<file path="src/rtl/slave_arbiter_rr_pick.sv">
// ---------------------------------------------------------------------------
// rr_pick : NM-way round-robin one-hot picker with registered last-winner pointer
// Rev 1.0
// ---------------------------------------------------------------------------
`default_nettype none

module rr_pick #(
   parameter int NM = 4
) (
   input  logic          i_clk,
   input  logic          i_reset,
   input  logic [NM-1:0] i_req,
   output logic [NM-1:0] o_pick
);

   localparam int LGNM = (NM > 1) ? $clog2(NM) : 1;

   logic [LGNM-1:0] last_q;
   logic [LGNM-1:0] last_d;
   logic [LGNM-1:0] idx;
   logic            found;

   // Search begins one past the previous winner so every requester gets a turn.
   always_comb begin
      o_pick = '0;
      found  = 1'b0;
      last_d = last_q;
      idx    = '0;
      for (int k = 1; k <= NM; k++) begin
         idx = LGNM'((int'(last_q) + k) % NM);
         if (!found && i_req[idx]) begin
            found       = 1'b1;
            o_pick[idx] = 1'b1;
            last_d      = idx;
         end
      end
   end

   always_ff @(posedge i_clk) begin
      if (i_reset) begin
         last_q <= LGNM'(NM - 1);
      end else if (found) begin
         last_q <= last_d;
      end
   end

endmodule

`default_nettype wire

</file>
<file path="src/rtl/slave_arbiter.sv">
// ---------------------------------------------------------------------------
// slave_arbiter : per-slave round-robin grant with per-master outstanding-beat hold
// Rev 1.0
// ---------------------------------------------------------------------------
`default_nettype none

module slave_arbiter #(
   parameter int NM         = 4,
   parameter int NS         = 8,
   parameter int LGMAXBURST = 6
) (
   input  logic                 i_clk,
   input  logic                 i_reset,
   input  logic [NM*(NS+1)-1:0] i_request,
   input  logic [NM-1:0]        i_accept,
   input  logic [NM-1:0]        i_return,
   output logic [NM*(NS+1)-1:0] o_grant,
   output logic [NM-1:0]        o_stall
);

   localparam logic [LGMAXBURST-1:0] CNT_MAX = '1;

   logic [NS:0]   req       [NM];
   logic [NS:0]   grant_all [NM];
   logic [NS-1:0] won       [NM];
   logic [NM-1:0] idle;
   logic [NM-1:0] held      [NS];
   logic [NM-1:0] elig      [NS];
   logic [NM-1:0] pick      [NS];

   for (genvar gm = 0; gm < NM; gm++) begin : g_master
      logic [NS:0]           grant_q, grant_d;
      logic [LGMAXBURST-1:0] cnt_q, cnt_d;

      assign req[gm]                        = i_request[gm*(NS+1) +: NS+1];
      assign grant_all[gm]                  = grant_q;
      assign o_grant[gm*(NS+1) +: NS+1]     = grant_q;
      assign idle[gm]                       = (grant_q == '0);
      assign o_stall[gm] = (req[gm] != '0) && ((grant_q != req[gm]) || (cnt_q == CNT_MAX));

      // A held grant is only dropped once nothing is in flight and the master has moved on.
      always_comb begin
         grant_d = grant_q;
         if (!idle[gm]) begin
            if ((cnt_q == '0) && !i_accept[gm] && (req[gm] != grant_q)) begin
               grant_d = '0;
            end
         end else if (req[gm][NS]) begin
            grant_d = {1'b1, {NS{1'b0}}};
         end else begin
            grant_d = {1'b0, won[gm]};
         end
      end

      always_comb begin
         cnt_d = cnt_q;
         if (i_accept[gm] && !i_return[gm] && (cnt_q != CNT_MAX)) begin
            cnt_d = cnt_q + 1'b1;
         end else if (!i_accept[gm] && i_return[gm] && (cnt_q != '0)) begin
            cnt_d = cnt_q - 1'b1;
         end
      end

      always_ff @(posedge i_clk) begin
         if (i_reset) begin
            grant_q <= '0;
            cnt_q   <= '0;
         end else begin
            grant_q <= grant_d;
            cnt_q   <= cnt_d;
         end
      end
   end

   // A slave is arbitrated only while no registered grant holds it.
   for (genvar gs = 0; gs < NS; gs++) begin : g_slave
      logic free;

      for (genvar gm = 0; gm < NM; gm++) begin : g_col
         assign held[gs][gm] = grant_all[gm][gs];
         assign elig[gs][gm] = req[gm][gs] & idle[gm];
         assign won[gm][gs]  = pick[gs][gm];
      end

      assign free = ~|held[gs];

      rr_pick #(
         .NM(NM)
      ) u_rr_pick (
         .i_clk   (i_clk),
         .i_reset (i_reset),
         .i_req   (elig[gs] & {NM{free}}),
         .o_pick  (pick[gs])
      );
   end

endmodule

`default_nettype wire

</file>
<file path="config.mk">
export PLATFORM = sky130hd
export DESIGN_NAME = slave_arbiter
export DESIGN_NICKNAME = d
export VERILOG_FILES = /design/src/rtl/slave_arbiter_rr_pick.sv /design/src/rtl/slave_arbiter.sv
export SDC_FILE = /design/constraint.sdc
export NUM_CORES = 1
export LEC_CHECK = 0
export ABC_AREA = 1
export CAP_MARGIN = 40
export CORE_MARGIN = 2
export CORE_UTILIZATION = 45
export DETAILED_ROUTE_END_ITERATION = 8
export PLACE_DENSITY = 0.73
export SYNTH_ARGS = -nofsm -noshare
export SYNTH_HDL_FRONTEND = slang
export SYNTH_SLANG_ARGS = --single-unit
</file>
<file path="constraint.sdc">
create_clock -name i_clk -period 2.7 [get_ports i_clk]
set_clock_uncertainty 0.1 [all_clocks]
set_input_delay 0.405 -clock i_clk [delete_from_list [all_inputs] [get_ports i_clk]]
set_output_delay 0.405 -clock i_clk [all_outputs]
set_load 0.05 [all_outputs]
</file>
======== Word level (Yosys, flattened, before mapping) ========
Cells that the tools add are included.
operators by class
  add/sub/neg operators ................... 40
  magnitude comparators ................... 64
  equal/unequal tests ..................... 16
  mux-type cells .......................... 244
  bitwise logic cells ..................... 64
  reduce and logical (&&, ||, !) cells .... 176
operators with widths
  operator               count
  $mux W4                32
  $mux W9                12
  $lt A2 B3 Y1 const B   32
  $mux W1                96
  $or A4 B4 Y4           24
  $logic_and A1 B1 Y1    84
  $ne A9 B9 Y1           8
  $bmux W1 S2            32
  $demux W1 S2           32
  $ge A2 B1 Y1 const B   32
  $mux W2                32
  $mux W6                8
  $logic_not A1 Y1       40
  $logic_not A9 Y1       4
  $reduce_bool A9 Y1     4
  $add A2 B1 Y2 const B  16
  $add A2 B2 Y2 const B  16
  $and A1 B1 Y1          32
  $and A4 B4 Y4          8
  $reduce_bool A4 Y1     8
  $reduce_or A4 Y1       8
  $add A6 B1 Y6 const B  4
  $eq A6 B6 Y1 const B   4
  $logic_not A6 Y1       4
  6 further kinds        32
storage, ports and cells
  bits in registers ....................... 76
  output and inout bits ................... 40

======== Depth between registers and ports, before layout ========
Gate-level depths: netlist of the first run.
  depth in word-level cells ............... 17
  depth in mapped cells ................... 17
  mapped depth without buffers ............ 17

======== By module ========
A second synthesis of the first run with hierarchy kept.
unflattened totals
  cells, all modules ...................... 1,325
  area total of the unflattened synthesis .. 8,999.9 um^2
by module, submodules not included
  module                              instances  cells each  area each (um^2)
  rr_pick (g_slave[0].u_rr_pick ...)  7          88          609.3
  slave_arbiter                       1          622         4,130.2
  rr_pick (g_slave[7].u_rr_pick)      1          87          604.3

======== Least setup slack after synthesis of the first run ========
Ideal clock, no wire load.
  path kind ............................... in2reg
  start point ............................. input i_accept[3]
  end point ............................... register g_master[3].cnt_q[5]
  arrival time ............................ 2.258 ns
  path slack .............................. 0.229 ns
  stages on the path ...................... 13
  buffers on the path ..................... 0
  path through ............................ inv_1 -> or3_1 -> ha_1 -> a21oi_1 -> nand2_1 -> a21oi_1 -> nor2_1 -> nor2_1 -> mux2_2 -> inv_1 -> nand2_1 -> nand2_1 -> nor2_1
on the way
  word-level cells in the longest chain between the ends .. 4
  elaborated cells on any way between the ends .. 7
  classes of those cells .................. mux (1); reduce/logical (6)
RTL lines
  item                                 line                 RTL
  from (decl)                          slave_arbiter.sv:15  input logic [NM-1:0] i_accept,
  $logic_not A1 Y1                     slave_arbiter.sv:59  end else if (!i_accept[gm] && i_return[gm] && (cnt_q != '0)) begin
  $logic_and A1 B1 Y1 (2 in series)    slave_arbiter.sv:59
  $reduce_bool A2 Y1 (no source line)  --
  to (signal assigned)                 slave_arbiter.sv:70  cnt_q <= cnt_d;
  to (decl)                            slave_arbiter.sv:33  logic [LGMAXBURST-1:0] cnt_q, cnt_d;
Several ways; a longest one is shown, not always the timed one.
A chain may end at the register's enable or synchronous reset.

======== Worst setup path in the final report of the first run ========
  start point ............................. input i_request[32]
  end point ............................... output o_stall[3]
on the way
  word-level cells in the longest chain between the ends .. 3
  elaborated cells on any way between the ends .. 4
  classes of those cells .................. eq/ne (1); reduce/logical (3)
RTL lines
  item                     line                 RTL
  from (decl)              slave_arbiter.sv:14  input logic [NM*(NS+1)-1:0] i_request,
  $ne A9 B9 Y1             slave_arbiter.sv:39  assign o_stall[gm] = (req[gm] != '0) && ((grant_q != req[gm]) || (cnt_q == CNT_MAX));
  $logic_or A1 B1 Y1       slave_arbiter.sv:39
  $logic_and A1 B1 Y1 (*)  slave_arbiter.sv:39
  to (decl)                slave_arbiter.sv:18  output logic [NM-1:0] o_stall
Mark *: on every way between the ends. The rest lies on a longest branch, timed or not.

==> insert_results.sql, run 1 <==
INSERT INTO impl_metrics (metric_group, metric, value, unit) VALUES
('layout', 'num_antenna_cells', '0', ''),
('route', 'route.antenna.remaining_nets', '0', ''),
('layout', 'multi_input_gate_area', '6163', 'sq um'),
('clock_tree', 'cts_sinks', '76', ''),
('layout', 'fill_cells', '1784', ''),
('logic_synthesis', 'synth.ff_latch_count', '76', ''),
('timing', 'worstMarginPinSlew', '0.5859', 'ns'),
('layout', 'area_growth_syn_to_layout', '24.43', '%'),
('route', 'detail_route.drc_violations', '0', ''),
('critical_path', 'worst-endpoint-arrival', '2.13', 'ns'),
('global_routing', 'antenna_found_initial', '0', ''),
('worst_hold_path', 'path_category_of_the_worst_min_delay_check', 'flip-flop to flip-flop', ''),
('worst_hold_path', 'hold_start', 'g_master[2].cnt_q[5]', ''),
('layout', 'layoutNonFillerInstCount', '1752', ''),
('timing', 'fmaxAchievable', '378.8', 'MHz'),
('route', 'routed_wl', '27100', 'um'),
('timing', 'timing_max_transition_violations_final', '0', ''),
('critical_path', 'rrSetupSlack', '0.25', 'ns'),
('route', 'detail_route.iter0.violations', '896', ''),
('status', 'outcome', 'finished, final reports clean', ''),
('global_routing', 'grt_remaining_overflow', '0', ''),
('timing', 'period_minus_slack', '2.640', 'ns'),
('clock_tree', 'max-clock-path-buffers', '2', ''),
('die', 'core_area', '18020', 'sq um'),
('die', 'dieWidth', '139.9', 'um'),
('route', 'post_drt_wl_per_cell', '15.47', 'um'),
('place', 'place_inst', '1734', ''),
('critical_path', 'wp_buf_inv', '4', ''),
('logic_synthesis', 'mapped_area', '8313', 'sq um'),
('critical_path', 'criticalPathCategory', 'input port to output port', ''),
('die', 'die_y', '139.9', 'um'),
('critical_path', 'rr_endpoint', 'g_master[3].grant_q[2]', ''),
('critical_path', 'timing.critical_path.required', '2.19', 'ns'),
('route', 'num_vias', '9604', ''),
('flow_run', 'timing.max_cap.violations', '0', ''),
('logic_synthesis', 'yosysWarnings', '0', ''),
('die', 'number_of_top_level_pins', '86', ''),
('logic_synthesis', 'synth_ff_type', 'sky130_fd_sc_hd__dfxtp_1', ''),
('logic_synthesis', 'synth_edf_count', '0', ''),
('timing', 'min_period_over_period', '0.9777', ''),
('critical_path', 'critPathMaxFanout', '4', ''),
('timing', 'timing.max_slew.rel_slack', '0.6082', ''),
('worst_hold_path', 'hold_end', 'g_master[2].cnt_q[5]', ''),
('logic_synthesis', 'ys_seq_area_frac', '0.1830', ''),
('timing', 'fin_hold_ws', '0.3950', 'ns'),
('logic_synthesis', 'yosys.cell_count.top_type', 'sky130_fd_sc_hd__nand2_1', ''),
('place', 'quantity_of_i_o_buffers_inserted_on_ports', '85', ''),
('logic_synthesis', 'synthTopCellsByArea', 'sky130_fd_sc_hd__nand2_1 (19%), sky130_fd_sc_hd__dfxtp_1 (18%), sky130_fd_sc_hd__ha_1 (12%)', ''),
('clock_tree', 'clk_transition_reported_paths', '0.06', 'ns'),
('logic_synthesis', 'synthTopCellsByCount', 'sky130_fd_sc_hd__nand2_1 (428), sky130_fd_sc_hd__nand3_1 (179), sky130_fd_sc_hd__inv_1 (135), sky130_fd_sc_hd__nor2_1 (119), sky130_fd_sc_hd__ha_1 (80)', ''),
('logic_synthesis', 'synth_cells', '1363', ''),
('logic_synthesis', 'synth_area_per_cell', '6.099', 'sq um'),
('global_routing', 'vias_in_the_first_global_route', '8609', ''),
('global_routing', 'grt_first_pass_wirelength', '43480', 'um'),
('clock_tree', 'cts-htree-levels', '3', ''),
('global_routing', 'grt_usage', '0.2738', ''),
('logic_synthesis', 'async_reset_ff_frac', '0', ''),
('place', 'dp.final_hpwl', '20930', 'um'),
('place', 'finalWeightedCongestion', '0.9758', ''),
('critical_path', 'path_delay_family', 'buffers and inverters', ''),
('route', 'detail_route.vias_per_cell', '5.482', ''),
('global_routing', 'grt_start_max_net_pins', '33', ''),
('critical_path', 'timing.critical_path.cells', 'clkdlybuf4s50_1 > inv_1 > or2_2 > nand4_1 > nor3_1 > nand3_1 > o32ai_2 > inv_1 > buf_12', ''),
('die', 'row_count', '49', ''),
('logic_synthesis', 'synthDominantCellAreaShare', '0.1933', ''),
('critical_path', 'cp_common_cell', 'sky130_fd_sc_hd__inv_1', ''),
('die', 'initial_utilization', '0.4612', ''),
('clock_tree', 'clk_latency', '0.36', 'ns'),
('clock_tree', 'clock-root-buffer', 'sky130_fd_sc_hd__clkbuf_16', ''),
('die', 'floorplan.die_area', '19580', 'sq um'),
('critical_path', 'worst_r2r_path_depth', '14', '');
[layer usage]
layer  wire [um]  vias to the layer above  global-route usage
li1            -                     4815                   -
met1       11400                     4311              0.3654
met2       12530                      413              0.4529
met3        2290                       65             0.03487
met4         873                        0              0.1037
met5           0                        -                   0
[worst max path at each step]
stage / startpoint / to / slack [ns] / depth (start not counted)
finish: i_request[32] / o_stall[3] / 0.06 / 9
global route: g_master[2].cnt_q[1] / g_master[2].cnt_q[5] / -0.01 / 17
CTS: i_request[24] / o_stall[2] / 0.03 / 8
detailed placement: i_accept[0] / g_master[0].cnt_q[5] / -0.23 / 14
global placement: i_accept[3] / g_master[3].cnt_q[5] / -0.19 / 14
floorplan: i_accept[3] / g_master[3].cnt_q[5] / 0.23 / 13
[state kept, by name (all words and copies together) (netlist names)]
| name | flops |
|---|---|
| g_master.grant_q | 36 |
| g_master.cnt_q | 24 |
| g_slave.u_rr_pick.last_q | 16 |
[stage by stage]
step | TNS [ns] | setup WS [ns] | cell area [sq um] | util
after global placement | -0.5545 | -0.1923 | 9928 | 0.5508
after detailed placement | -0.7228 | -0.2290 | 9928 | 0.5508
after CTS | 0 | 0.03379 | 10250 | 0.5689
final | 0 | 0.06016 | 10340 | 0.5739
after global routing | -0.01054 | -0.01054 | 10340 | 0.5739
after floorplan | 0 | 0.2291 | 8313 | -
[cells by family (layout without fill, tap and decap cells)]
logic type,count (synthesis),after routing,synth area share
AND/OR/NAND/NOR,853,853,0.4649
buffers and inverters,168,328,0.08338
AO/OA/AOI/OAI,147,147,0.1008
adder cells (fa/ha/maj),84,84,0.1300
flip-flops,76,76,0.1830
XOR/XNOR,32,32,0.03371
multiplexers,3,3,0.004064
[cells in the final DEF, fill, tap and decap left out, types with 4 or more instances in the layout]
master                            Yosys  routed
sky130_fd_sc_hd__xor2_1              17      17
sky130_fd_sc_hd__o2111ai_1            4       4
sky130_fd_sc_hd__a21oi_1             77      77
sky130_fd_sc_hd__nand3_1            179     179
sky130_fd_sc_hd__nor2_2               5       5
sky130_fd_sc_hd__ha_1                80      78
sky130_fd_sc_hd__o21ai_0             35      35
sky130_fd_sc_hd__clkinv_1             7       7
sky130_fd_sc_hd__nor2_1             119     119
sky130_fd_sc_hd__buf_4                4      84
sky130_fd_sc_hd__clkdlybuf4s50_1      0      77
sky130_fd_sc_hd__nand2_2             21      21
sky130_fd_sc_hd__or2_2                4       4
sky130_fd_sc_hd__fa_1                 4       4
sky130_fd_sc_hd__nand3_2             17      17
sky130_fd_sc_hd__xnor2_1             15      15
sky130_fd_sc_hd__nand4_1             51      51
sky130_fd_sc_hd__nor2_4               5       5
sky130_fd_sc_hd__nor4_1               8       6
sky130_fd_sc_hd__nor3_1               7       6
sky130_fd_sc_hd__clkbuf_16            0       9
sky130_fd_sc_hd__a21oi_2              6       6
sky130_fd_sc_hd__dfxtp_1             76      75
sky130_fd_sc_hd__nand2_1            428     428
sky130_fd_sc_hd__inv_1              135     135
[cell type report]
class | count | share of cell area
multi-input cells | 1119 | 0.5959
flip-flops and latches | 76 | 0.1472
repair buffers | 168 | 0.1454
inverters | 144 | 0.05226
well taps | 229 | 0.02770
clock buffers | 11 | 0.02347
clock inverters | 5 | 0.008104
[timing repair]
action,4_1_cts,5_1_grt
resized for setup,0,13
endpoints found under the hold margin,0,0
hold buffers,0,0
buffers inserted,0,2
endpoints found under the setup margin,0,10
Power of run 1 is not shown: default switching activity piles up to over one toggle a cycle in this logic, so the estimate is an artifact.
==> inputs of run 2 (changes only) <==
--- a/config.mk
+++ b/config.mk
@@ -9,6 +9,7 @@
 export CAP_MARGIN = 40
 export CORE_MARGIN = 2
 export CORE_UTILIZATION = 45
+export CTS_CLUSTER_DIAMETER = 120
 export DETAILED_ROUTE_END_ITERATION = 8
 export PLACE_DENSITY = 0.73
 export SYNTH_ARGS = -nofsm -noshare
==> constraint.sdc (replaced) <==
create_clock -name i_clk -period 3 [get_ports i_clk]
set_clock_uncertainty 0.1 [all_clocks]
set_input_delay 0.45 -clock i_clk [delete_from_list [all_inputs] [get_ports i_clk]]
set_output_delay 0.45 -clock i_clk [all_outputs]
set_load 0.05 [all_outputs]
==> run 2 against run 1 <==
Count of clock-buffer cells in the layout is 1 lower. Sequential share of layout area grew 0.50 points. Final area fell by 3.4%. Critical endpoint is now o_stall[2]. Highest routed layer unchanged.
==> insert_results.sql, run 2 (same netlist as run 1, synthesis figures left out) <==
INSERT INTO impl_metrics (metric_group, metric, value, unit) VALUES
('timing', 'period_minus_slack', '2.773', 'ns'),
('layout', 'final_net_count', '1615', ''),
('place', 'finalWeightedCongestion', '1.011', ''),
('critical_path', 'critPathMaxFanout', '3', ''),
('timing', 'setup_violations', '0', ''),
('die', 'initial_utilization', '0.4612', ''),
('route', 'drt_first_pass_iters', '6', ''),
('layout', 'final_layout_size_suffix_gt1_frac', '0.09476', ''),
('critical_path', 'setup.worst_path.end_class', 'output port', ''),
('clock_tree', 'postCtsSetupBuffers', '0', ''),
('timing', 'timing.max_slew.rel_slack', '0.4609', ''),
('critical_path', 'worst-endpoint-arrival', '2.22', 'ns'),
('layout', 'area_growth_syn_to_layout', '20.26', '%'),
('route', 'route.antenna.remaining_nets', '0', ''),
('layout', 'max_flop_register', 'g_master.grant_q', ''),
('place', 'quantity_of_i_o_buffers_inserted_on_ports', '85', ''),
('clock_tree', 'clk_transition_reported_paths', '0.06', 'ns'),
('timing', 'timing_max_transition_violations_final', '0', ''),
('route', 'detail_route.drc_violations', '0', ''),
('worst_hold_path', 'path_category_of_the_worst_min_delay_check', 'flip-flop to flip-flop', ''),
('route', 'detail_route.vias_per_cell', '5.494', ''),
('critical_path', 'rrSetupSlack', '0.39', 'ns'),
('worst_hold_path', 'hold_end', 'g_master[2].cnt_q[5]', ''),
('place', 'dp.final_hpwl', '20760', 'um'),
('timing', 'hold_viol_final', '0', ''),
('layout', 'final_core_utilization', '0.5546', ''),
('layout', 'reg_top3', 'g_master.grant_q: 36 flops, g_master.cnt_q: 24 flops, g_slave.u_rr_pick.last_q: 16 flops', ''),
('layout', 'regArea', '1521', 'sq um'),
('timing', 'worstMarginPinSlew', '0.8077', 'ns'),
('global_routing', 'grt_remaining_overflow', '0', ''),
('global_routing', 'antenna_found_initial', '0', ''),
('critical_path', 'worst_r2r_path_depth', '14', ''),
('clock_tree', 'clk_latency', '0.36', 'ns'),
('critical_path', 'r2r-start', 'g_master[1].cnt_q[0]', ''),
('route', 'routed_wl', '26820', 'um'),
('global_routing', 'vias_in_the_first_global_route', '8590', ''),
('flow_run', 'timing.max_cap.violations', '0', ''),
('critical_path', 'criticalPathCategory', 'input port to output port', ''),
('timing', 'fmaxAchievable', '360.6', 'MHz'),
('place', 'dpl_cell_area', '9671', 'sq um'),
('layout', 'final_area', '9997', 'sq um'),
('critical_path', 'setup.worst_path.start', 'i_request[22]', ''),
('critical_path', 'timing.critical_path.required', '2.45', 'ns'),
('clock_tree', 'cts-htree-levels', '3', ''),
('route', 'detail_route.iter0.violations', '1007', ''),
('clock_tree', 'numCtsBuffers', '9', ''),
('timing', 'min_period_over_period', '0.9245', ''),
('worst_hold_path', 'number_of_cells_on_the_worst_hold_path', '1', ''),
('clock_tree', 'max-clock-path-buffers', '2', ''),
('die', 'row_count', '49', ''),
('status', 'outcome', 'finished, final reports clean', ''),
('worst_hold_path', 'hold_start', 'g_master[2].cnt_q[5]', ''),
('layout', 'multi_input_gate_area', '6111', 'sq um'),
('layout', 'layout.cells.most_common', 'sky130_fd_sc_hd__nand2_1', ''),
('clock_tree', 'cts_sinks', '76', ''),
('layout', 'fill_cells', '1804', ''),
('critical_path', 'crit_path_start_kind', 'input port', ''),
('global_routing', 'grt_start_max_net_pins', '45', ''),
('clock_tree', 'clock-root-buffer', 'sky130_fd_sc_hd__clkbuf_16', ''),
('die', 'core_area', '18020', 'sq um'),
('global_routing', 'grt_first_pass_wirelength', '43600', 'um'),
('clock_tree', 'cts_tree', 'yes', ''),
('route', 'num_vias', '9434', ''),
('die', 'number_of_top_level_pins', '86', ''),
('layout', 'flip_flop_count_of_the_largest_register_after_layout', '36', ''),
('route', 'post_drt_wl_per_cell', '15.62', 'um'),
('layout', 'final_cell_mix', 'sky130_fd_sc_hd__nand2_1 (428), sky130_fd_sc_hd__nand3_1 (179), sky130_fd_sc_hd__inv_1 (135)', ''),
('global_routing', 'grt_usage', '0.2737', ''),
('die', 'floorplan.die_area', '19580', 'sq um'),
('die', 'die_y', '139.9', 'um'),
('critical_path', 'rr_endpoint', 'g_master[1].cnt_q[5]', ''),
('timing', 'grt_setup_unrepaired', 'false', ''),
('layout', 'num_antenna_cells', '0', ''),
('die', 'dieWidth', '139.9', 'um');
run 2: repair_timing:
| action | 4_1_cts | 5_1_grt |
|---|---|---|
| setup endpoints to repair | 0 | 1 |
| gates resized for setup | 0 | 2 |
| endpoints found under the hold margin | 0 | 0 |
| hold buffers | 0 | 0 |
run 2: how the worst max path moves through the flow:
stage | end | slack (ns)
after floorplan | g_master[3].cnt_q[5] | 0.48
after global placement | g_master[1].cnt_q[5] | 0.06
after detailed placement | g_master[1].cnt_q[5] | -0.02
after CTS | o_stall[2] | 0.15
after global routing | o_stall[2] | 0.06
final | o_stall[2] | 0.23
run 2: cell type report:
cell class	instances	area share
clock buffer	10	0.02390
clock inverter	4	0.007509
inverter	144	0.05407
multi-input combinational	1119	0.6113
sequential	76	0.1522
tap	229	0.02866
timing repair buffer	135	0.1224
run 2: worst max-delay path, cell delays in order:
cell and delay [ns]:
sky130_fd_sc_hd__clkdlybuf4s50_1 0.55, sky130_fd_sc_hd__inv_1 0.08, sky130_fd_sc_hd__nand2_1 0.06, sky130_fd_sc_hd__nand4_1 0.16, sky130_fd_sc_hd__nor4_2 0.35, sky130_fd_sc_hd__nand2_1 0.11
sky130_fd_sc_hd__o41ai_1 0.07, sky130_fd_sc_hd__buf_4 0.17, sky130_fd_sc_hd__inv_1 0.04, sky130_fd_sc_hd__buf_4 0.18
run 2: layer usage:
layer	track usage	vias up	wire [um]
met4	0.1021	0	702
met2	0.4413	395	12190
met1	0.3723	4255	11670
met5	0	-	0
li1	-	4738	-
met3	0.03932	46	2253
run 2: metrics by stage:
stage               hold slack (ns)  instances  worst slack [ns]  TNS [ns]
finish                       0.3999       1717            0.2266         0
global route                 0.4255       1717           0.05619         0
detailed placement           0.3775       1703          -0.02297  -0.02297
floorplan                    0.3497       1363            0.4841         0
global placement             0.3796       1703           0.06454         0
CTS                          0.3978       1717            0.1471         0
Power of run 2 is left out for the same reason.
